### config.mk
export PLATFORM = sky130hd
export DESIGN_NAME = fft_twiddle_agu
export DESIGN_NICKNAME = d
export VERILOG_FILES = /design/src/rtl/fft_twiddle_agu_pkg.sv /design/src/rtl/fft_twiddle_agu_bfly_index.sv /design/src/rtl/fft_twiddle_agu.sv
export SDC_FILE = /design/constraint.sdc
export NUM_CORES = 1
export LEC_CHECK = 0
export ABC_AREA = 1
export BUFFER_PORTS_ARGS = -buffer_cell sky130_fd_sc_hd__buf_2
export CAP_MARGIN = 20
export CORE_ASPECT_RATIO = 0.75
export CORE_MARGIN = 2
export CORE_UTILIZATION = 30
export DETAILED_ROUTE_END_ITERATION = 16
export PLACE_DENSITY = 0.48
export SYNTH_ARGS = -nofsm -noshare
export SYNTH_HDL_FRONTEND = slang
export SYNTH_HIERARCHICAL = 1
export SYNTH_SLANG_ARGS = --single-unit
export TNS_END_PERCENT = 30
### constraint.sdc
create_clock -name clk -period 4.9 [get_ports clk]
set_input_delay 0.98 -clock clk [delete_from_list [all_inputs] [get_ports clk]]
set_output_delay 0.98 -clock clk [all_outputs]
set_load 0.01 [all_outputs]
### src/rtl/fft_twiddle_agu_pkg.sv
// Shared definitions for the FFT twiddle/data address generator:
// FSM state encoding and the size derivations used by every file.
package fft_twiddle_agu_pkg;

  typedef enum logic [1:0] {
    ST_IDLE  = 2'd0,
    ST_RUN   = 2'd1,
    ST_FLUSH = 2'd2
  } agu_state_t;

  function automatic int num_twiddles(input int fft_size);
    return fft_size / 2;
  endfunction

  function automatic int stage_count(input int fft_size);
    return $clog2(fft_size);
  endfunction

endpackage

### src/rtl/fft_twiddle_agu_bfly_index.sv
// Combinational radix-2 DIT butterfly index mapping:
// (stage s, butterfly b) -> (twiddle ROM address, top/bottom data addresses).
module fft_twiddle_agu_bfly_index #(
  parameter  int LOG2N = 12,
  localparam int SW    = $clog2(LOG2N),
  localparam int TW_W  = LOG2N - 1
) (
  input  logic [SW-1:0]    s,
  input  logic [TW_W-1:0]  b,
  output logic [TW_W-1:0]  twiddle_addr,
  output logic [LOG2N-1:0] addr_a,
  output logic [LOG2N-1:0] addr_b
);

  logic [TW_W-1:0]  mask;
  logic [TW_W-1:0]  j;
  logic [TW_W-1:0]  b_shr;
  logic [SW-1:0]    tw_shift;
  logic [SW:0]      s_p1;
  logic [LOG2N-1:0] span;
  logic [LOG2N-1:0] a_lin;

  // In the last stage 1<<s overflows TW_W bits to zero, so mask wraps to all ones.
  always_comb begin
    mask         = (TW_W'(1) << s) - TW_W'(1);
    j            = b & mask;
    tw_shift     = SW'(LOG2N - 1) - s;
    twiddle_addr = j << tw_shift;
    b_shr        = b >> s;
    s_p1         = {1'b0, s} + (SW + 1)'(1);
    span         = LOG2N'(1) << s;
    a_lin        = ({1'b0, b_shr} << s_p1) | {1'b0, j};
    addr_a       = a_lin;
    addr_b       = a_lin + span;
  end

endmodule

### src/rtl/fft_twiddle_agu.sv
// Twiddle-ROM / data-RAM address generator for the radix-2 DIT FFT core.
// Optional build macro FFT_AGU_INVERSE_EN adds the inverse/tw_conj ports.
module fft_twiddle_agu
  import fft_twiddle_agu_pkg::*;
#(
  parameter  int FFT_SIZE = 4096,
  localparam int LOG2N    = stage_count(FFT_SIZE),
  localparam int TW_W     = $clog2(num_twiddles(FFT_SIZE)),
  localparam int SW       = $clog2(LOG2N)
) (
  input  logic             clk,
  input  logic             rst,
  input  logic             start,
  input  logic             ready,
`ifdef FFT_AGU_INVERSE_EN
  input  logic             inverse,
  output logic             tw_conj,
`endif
  output logic [TW_W-1:0]  twiddle_addr,
  output logic [LOG2N-1:0] addr_a,
  output logic [LOG2N-1:0] addr_b,
  output logic             issue_valid,
  output logic             tw_valid,
  output logic [SW-1:0]    tw_stage,
  output logic             busy,
  output logic             done
);

  agu_state_t state_q, state_d;

  logic [SW-1:0]    s_p0;
  logic [TW_W-1:0]  b_p0;
  logic             vld_p0;
  logic             issue_p0;
  logic             last_bfly_p0;
  logic             last_stage_p0;
  logic             start_acc;
  logic [TW_W-1:0]  tw_idx_p0;
  logic [LOG2N-1:0] a_idx_p0;
  logic [LOG2N-1:0] b_idx_p0;
  logic             vld_p1;
  logic [SW-1:0]    stage_p1;

  assign vld_p0        = (state_q == ST_RUN);
  assign issue_p0      = vld_p0 & ready;
  assign last_bfly_p0  = (b_p0 == TW_W'(FFT_SIZE / 2 - 1));
  assign last_stage_p0 = (s_p0 == SW'(LOG2N - 1));
  assign start_acc     = (state_q == ST_IDLE) & start;

  always_ff @(posedge clk) begin
    if (rst) state_q <= ST_IDLE;
    else     state_q <= state_d;
  end

  always_comb begin
    state_d = state_q;
    case (state_q)
      ST_IDLE:  if (start) state_d = ST_RUN;
      ST_RUN:   if (issue_p0 && last_bfly_p0 && last_stage_p0) state_d = ST_FLUSH;
      ST_FLUSH: state_d = ST_IDLE;
      default:  state_d = ST_IDLE;
    endcase
  end

  // p0: stage/butterfly counters, advanced only when the butterfly takes the issue
  always_ff @(posedge clk) begin
    if (rst || start_acc) begin
      s_p0 <= '0;
      b_p0 <= '0;
    end else if (issue_p0) begin
      if (last_bfly_p0) begin
        b_p0 <= '0;
        s_p0 <= last_stage_p0 ? '0 : s_p0 + SW'(1);
      end else begin
        b_p0 <= b_p0 + TW_W'(1);
      end
    end
  end

  fft_twiddle_agu_bfly_index #(.LOG2N(LOG2N)) u_index (
    .s            (s_p0),
    .b            (b_p0),
    .twiddle_addr (tw_idx_p0),
    .addr_a       (a_idx_p0),
    .addr_b       (b_idx_p0)
  );

  // Addresses are forced to zero outside RUN so idle outputs read as all-zero.
  assign twiddle_addr = vld_p0 ? tw_idx_p0 : '0;
  assign addr_a       = vld_p0 ? a_idx_p0  : '0;
  assign addr_b       = vld_p0 ? b_idx_p0  : '0;
  assign issue_valid  = vld_p0;
  assign busy         = (state_q != ST_IDLE);
  assign done         = (state_q == ST_FLUSH);

  // p1: aligned with the 1-cycle ROM/RAM read
  always_ff @(posedge clk) begin
    if (rst) begin
      vld_p1   <= 1'b0;
      stage_p1 <= '0;
    end else begin
      vld_p1 <= issue_p0;
      if (issue_p0) stage_p1 <= s_p0;
    end
  end

  assign tw_valid = vld_p1;
  assign tw_stage = stage_p1;

`ifdef FFT_AGU_INVERSE_EN
  logic inv_p0;
  logic conj_p1;

  always_ff @(posedge clk) begin
    if (rst) begin
      inv_p0  <= 1'b0;
      conj_p1 <= 1'b0;
    end else begin
      if (start_acc) inv_p0 <= inverse;
      conj_p1 <= issue_p0 & inv_p0;
    end
  end

  assign tw_conj = conj_p1;
`endif

endmodule

Word level (Yosys, flattened, before mapping)
Cells that the tools add are included.
{"block": "totals", "ff_bits": 22, "input_bits": 4, "out_inout_bits": 43}
{"block": "classes", "addsub": 6, "eq_ne": 6, "shift": 5, "n_mux": 8, "n_bitwise": 4, "reduce_logical": 7}
{"cell": "12-bit 2-to-1 mux", "n": 2}
{"cell": "11-bit 2-to-1 mux", "n": 2}
{"cell": "12-bit adder", "n": 1}
{"cell": "12-bit by 11-bit OR with 12-bit output", "n": 1}
{"cell": "1-bit by 4-bit left shift with 12-bit output, first input constant", "n": 1}
{"cell": "11-bit by 5-bit left shift with 12-bit output", "n": 1}
{"cell": "11-bit by 1-bit adder with 11-bit output, second input constant", "n": 1}
{"cell": "11-bit bitwise AND", "n": 1}
{"cell": "11-bit == test, second input constant", "n": 1}
{"cell": "1-bit by 4-bit left shift with 11-bit output, first input constant", "n": 1}
{"cell": "11-bit by 4-bit left shift with 11-bit output", "n": 1}
{"cell": "11-bit by 4-bit right shift with 11-bit output", "n": 1}
{"cell": "11-bit by 2-bit subtractor with 11-bit output, second input constant", "n": 1}
{"cell": "4-bit by 1-bit adder with 5-bit output, second input constant", "n": 1}
{"cell": "4-bit by 1-bit adder with 4-bit output, second input constant", "n": 1}
{"cell": "4-bit == test, second input constant", "n": 1}
{"cell": "2-bit 2-to-1 mux", "n": 2}
{"cell": "4-bit 2-to-1 mux", "n": 1}
{"cell": "2-bit case mux with 2 select lines", "n": 1}
{"cell": "2-bit AND reduction", "n": 2}
{"cell": "4-bit subtractor, first input constant", "n": 1}
{"cell": "1-bit bitwise AND", "n": 2}
{"cell": "2-bit by 1-bit == test with 1-bit output, second input constant", "n": 1}
{"cell": "2-bit == test, second input constant", "n": 1}
{"cell": "6 further kinds", "n": 7}

Logic depth before layout (Yosys ltp)
{"block": "logic_depth", "ltp_word": 6, "ltp_mapped": 26}

Modules after synthesis
Netlist, hierarchy kept.
{"module": "fft_twiddle_agu_bfly_index", "n_inst": 1, "cells_per_inst": 422, "area_per_inst_um2": 2282.2, "seq_area_each_um2": 0.0}
{"module": "fft_twiddle_agu", "n_inst": 1, "cells_per_inst": 220, "area_per_inst_um2": 1347.5, "seq_area_each_um2": 440.4}

Worst setup path before layout
Ideal clock, no wire load.
{"block": "synth_path", "path_kind": "reg-to-output", "start": "register s_p0[0]", "end": "output addr_b[10]", "arrival_ps": 3674, "slack_ps": 246, "path_stages_with_launch": 25, "n_path_buf": 3, "path_cell_list": "dfxtp_1 -> inv_2 -> buf_4 -> clkbuf_1 -> buf_2 -> ha_1 -> nand2_1 -> nor2_2 -> inv_2 -> ha_1 -> nand2_1 -> nor3_2 -> nand4_1 -> and3_1 -> a21oi_1 -> nand2_1 -> ha_1 -> inv_1 -> nor3_1 -> nand3_1 -> nand3_1 -> nand2_1 -> nand2_1 -> inv_1 -> nor2_1"}
{"block": "synth_between", "elab_chain_len": 6, "word_cells_on_any_way": 10}
{"element": "start: declaration", "line": "fft_twiddle_agu.sv:31", "text": "logic [SW-1:0] s_p0;"}
{"element": "start signal: assignment", "line": "fft_twiddle_agu.sv:73", "text": "s_p0 <= last_stage_p0 ? '0 : s_p0 + SW'(1);"}
{"element": "1-bit by 4-bit left shift with 11-bit output", "line": "fft_twiddle_agu_bfly_index.sv:25", "text": "mask = (TW_W'(1) << s) - TW_W'(1);"}
{"element": "11-bit by 2-bit subtractor with 11-bit output", "line": "fft_twiddle_agu_bfly_index.sv:25"}
{"element": "11-bit bitwise AND", "line": "fft_twiddle_agu_bfly_index.sv:26", "text": "j = b & mask;"}
{"element": "12-bit by 11-bit OR with 12-bit output (*)", "line": "fft_twiddle_agu_bfly_index.sv:32", "text": "a_lin = ({1'b0, b_shr} << s_p1) | {1'b0, j};"}
{"element": "named net a_idx_p0[8]", "line": "fft_twiddle_agu.sv:39", "text": "logic [LOG2N-1:0] a_idx_p0;"}
{"element": "12-bit adder (*)", "line": "fft_twiddle_agu_bfly_index.sv:34", "text": "addr_b = a_lin + span;"}
{"element": "named net b_idx_p0[10]", "line": "fft_twiddle_agu.sv:40", "text": "logic [LOG2N-1:0] b_idx_p0;"}
{"element": "12-bit 2-to-1 mux (*)", "line": "fft_twiddle_agu.sv:91", "text": "assign addr_b = vld_p0 ? b_idx_p0 : '0;"}
{"element": "end: declaration", "line": "fft_twiddle_agu.sv:21", "text": "output logic [LOG2N-1:0] addr_b,"}
The timed path passes the listed nets; every way through them passes the cells marked *.

Worst setup path after layout
{"block": "layout_path", "start": "register s_p0[1]", "end": "output addr_b[11]"}
Same word-level chain as after synthesis.

==> impl_metrics.toml <==
[route]
final_antenna_net_count = 0
wl_met2_microns = 4415
routed_wire_length_microns = 11440
avgViaCountPerCell = 4.855
post-route-drc-count = 0
met3RoutedLength_microns = 611
wire_per_inst_microns = 13.58
drtIter0Drc = 421
highest_signal_layer = "met4"
detail_route.first_pass.iterations = 6
detailroute.via_count = 4093
wirelength_met1_microns = 6390

[die]
starting_density_of_the_core = 0.3103
top_level_ports = 47
die_height_microns = 99.26
core.rowCount = 34
floorplan.die.width_microns = 131.0
design.die.area_sq_um = 13000
placeableCoreArea_sq_um = 11700

[clock_network]
cts_sinks = 22
clock_latency_ns = 0.25
hold_buffers = 0
number_of_clock_buffers_inserted_by_tritoncts = 3
clkTransAtPathRegs_ns = 0.06
clockBufferDepth = 2
cts.root.buffer_cell = "sky130_fd_sc_hd__clkbuf_16"
cts_tree = "done"
cts_setup_buffers = 0
cts.htree.levels = 1

[synthesis]
synth_commonest_cells = "sky130_fd_sc_hd__nand2_1 (155), sky130_fd_sc_hd__inv_1 (91), sky130_fd_sc_hd__nor2_1 (84), sky130_fd_sc_hd__nand3_1 (68), sky130_fd_sc_hd__a21oi_1 (27)"
synth_cells = 642
ys_ff_latch = 22
synth_top_area_cell = "sky130_fd_sc_hd__nand2_1"
post-synth-top-count-cell = "sky130_fd_sc_hd__nand2_1"
share_of_synthesized_area_occupied_by_flip_flops_and_latches = 0.1213
synth.cell_area_sq_um = 3630
yosysUniqueCellTypes = 53
synth-main-ff-cell = "sky130_fd_sc_hd__dfxtp_1"
ys_top_cells_by_area = "sky130_fd_sc_hd__nand2_1 (16%), sky130_fd_sc_hd__dfxtp_1 (12%), sky130_fd_sc_hd__inv_1 (9.4%)"
synth_enable_flop_cells = 0
netlist.area_leader.share = 0.1603
synth_warnings = 6
syn_nets = 668
avgSynthCellArea_sq_um = 5.654
synth_async_sr_flop_share = 0

[placement]
numPlacedInstances = 838
hpwl_microns = 9421
gp_routability_congestion = 0.9213
io_buffer_count = 46

[setup_path]
rr_startpoint = "state_q[0]"
critical_path_start_type = "flop"
crit_type = "flop to output pin"
critical_path_rt_ns = 3.92
critical_path.reg2reg.endpoint = "b_p0[6]"
cp-end-kind = "output pin"
worst-r2r-setup-slack_ns = 3.30
ff2ff_path_depth = 5
worstPathArrival_ns = 3.61
critPathMaxFanout = 10

[global_routing]
first_pass_grt_wire_length_microns = 18560
first_global_vias = 3554
grt_overflow = 0
grt_antenna_before_repair = 0
grtUsageTotal = 0.1762
pin_count_of_the_biggest_net_entering_global_routing = 38

[final_layout]
final_nets = 708
final_core_util = 0.3570
antenna-diode-count = 0
layoutNonFillerInstCount = 843
drive_above_1_share = 0.1777
area_growth_pct = 15.06

[sta]
grt_setup_unrepaired = "true"
hold_viol = 0
timing_max_transition_violations_final = 0
slew-limit-headroom = 0.6112
finalClockSkew_ns = 0.001684
tightest_slew_ns = 0.5810
layout_min_cycle_time_ns = 4.591
post-route-period-util = 0.9369
final-setup-viol-count = 0
fmax_ghz = 0.2178

[worst_hold_path]
tightest_hold_check_type = "flop to flop"
hp-start = "tw_stage[1]"
hold_end = "tw_stage[1]"
worst_hold_path.num_cells = 2

[run_status]
status = "finished, final reports clean"

[power]
worst_ir_drop_vdd_v = 0.0001205
leakage_nw = 1.895
power.density_cell_area_nw_per_um2 = 100.0

[flow_run]
timing.max_cap.violations = 0
per-stage QoR:
step	power, mW	hold WS [ns]	cell area, sq um	setup TNS [ns]	setup slack (ns)
5_1_grt	0.4368	0.4811	4177	-0.08430	-0.04748
3_5_place_dp	0.2265	0.4524	4014	0	0.2912
2_1_floorplan	0.2152	0.4880	3630	0	0.2463
6_report	0.4178	0.4598	4177	0	0.3093
3_3_place_gp	0.2261	0.4549	4014	0	0.2872
4_1_cts	0.4174	0.4621	4103	0	0.07471
power by group:
| part | leakage (nW) | switching [mW] | internal (mW) |
|---|---|---|---|
| logic | 1.67 | 0.0302 | 0.0146 |
| clock network | 0.0442 | 0.0659 | 0.125 |
| registers | 0.178 | 0.00228 | 0.180 |
flip-flops by register name (all words and copies together) (netlist names):
register	count
b_p0	11
s_p0	4
state_q	2
tw_stage	4
tw_valid	1
area by class of cell:
class | count | area, sq um
Timing Repair Buffer | 56 | 332.8
Fill cell | 1322 | 7522
Tap cell | 162 | 202.7
Inverter | 102 | 395.4
Multi-Input combinational cell | 497 | 2713
Sequential cell | 22 | 444.2
Clock buffer | 4 | 88.84
layout by cell type, fill, tap and decap left out, drive strengths merged, types with 6 or more instances in the layout:
master / n
o21ai: 38
nand3: 76
nand4: 13
xor2: 10
nor2: 98
nor3: 10
o22ai: 6
ha: 21
dfxtp: 22
buf: 56
a21oi: 28
nand2: 166
inv: 102
critical path: stages, from the launching register on:
cell	delay [ns]
sky130_fd_sc_hd__dfxtp_1	0.33
sky130_fd_sc_hd__inv_2	0.16
sky130_fd_sc_hd__ha_2	0.22
sky130_fd_sc_hd__nand2_1	0.08
sky130_fd_sc_hd__nor2_2	0.22
sky130_fd_sc_hd__inv_2	0.10
sky130_fd_sc_hd__ha_1	0.23
sky130_fd_sc_hd__nand2_1	0.15
sky130_fd_sc_hd__nor3_4	0.07
sky130_fd_sc_hd__nand2_1	0.06
sky130_fd_sc_hd__nand2_1	0.05
sky130_fd_sc_hd__a21oi_2	0.17
sky130_fd_sc_hd__o21bai_1	0.18
sky130_fd_sc_hd__ha_1	0.33
sky130_fd_sc_hd__nand2_1	0.11
sky130_fd_sc_hd__nor2_1	0.05
sky130_fd_sc_hd__a211oi_1	0.21
sky130_fd_sc_hd__nand2_2	0.14
sky130_fd_sc_hd__nand2_1	0.10
sky130_fd_sc_hd__nand3b_1	0.07
sky130_fd_sc_hd__nand2_1	0.06
sky130_fd_sc_hd__inv_1	0.03
sky130_fd_sc_hd__nor2_1	0.09
sky130_fd_sc_hd__buf_2	0.13
logic make-up (layout without fill, tap and decap cells):
kind of cell / count (synthesis) / after routing / share of synthesized area
AOI/OAI and AO/OA: 90 / 90 / 0.1500
xor gates and xnor gates: 11 / 11 / 0.02654
adders and majority gates: 22 / 22 / 0.07790
buffers and inverters: 123 / 162 / 0.1410
DFF: 22 / 22 / 0.1213
muxes: 2 / 2 / 0.005516
and+or+nand+nor: 372 / 372 / 0.4778
how the worst max path moves through the flow:
stage               startpoint          to  cells past startpoint
global placement       s_p0[0]  addr_b[11]                     24
detailed placement     s_p0[0]  addr_b[11]                     24
CTS                    s_p0[0]  addr_b[10]                     20
global route           s_p0[1]  addr_b[11]                     23
finish                 s_p0[1]  addr_b[11]                     23
floorplan              s_p0[0]  addr_b[10]                     24
timing repair:
item | in CTS | in global routing
resized for setup | 1 | 12
pin swaps | 0 | 2
setup endpoints to repair | 1 | 4
gates cloned | 0 | 0
metal layers:
metal  global-route usage  vias to the layer above
met4              0.01146                        0
met1               0.2924                     1816
met3              0.02098                        4
li1                     -                     2153
met2               0.2471                      120
met5                    0                        -
Power figures use the tool's default switching activity.
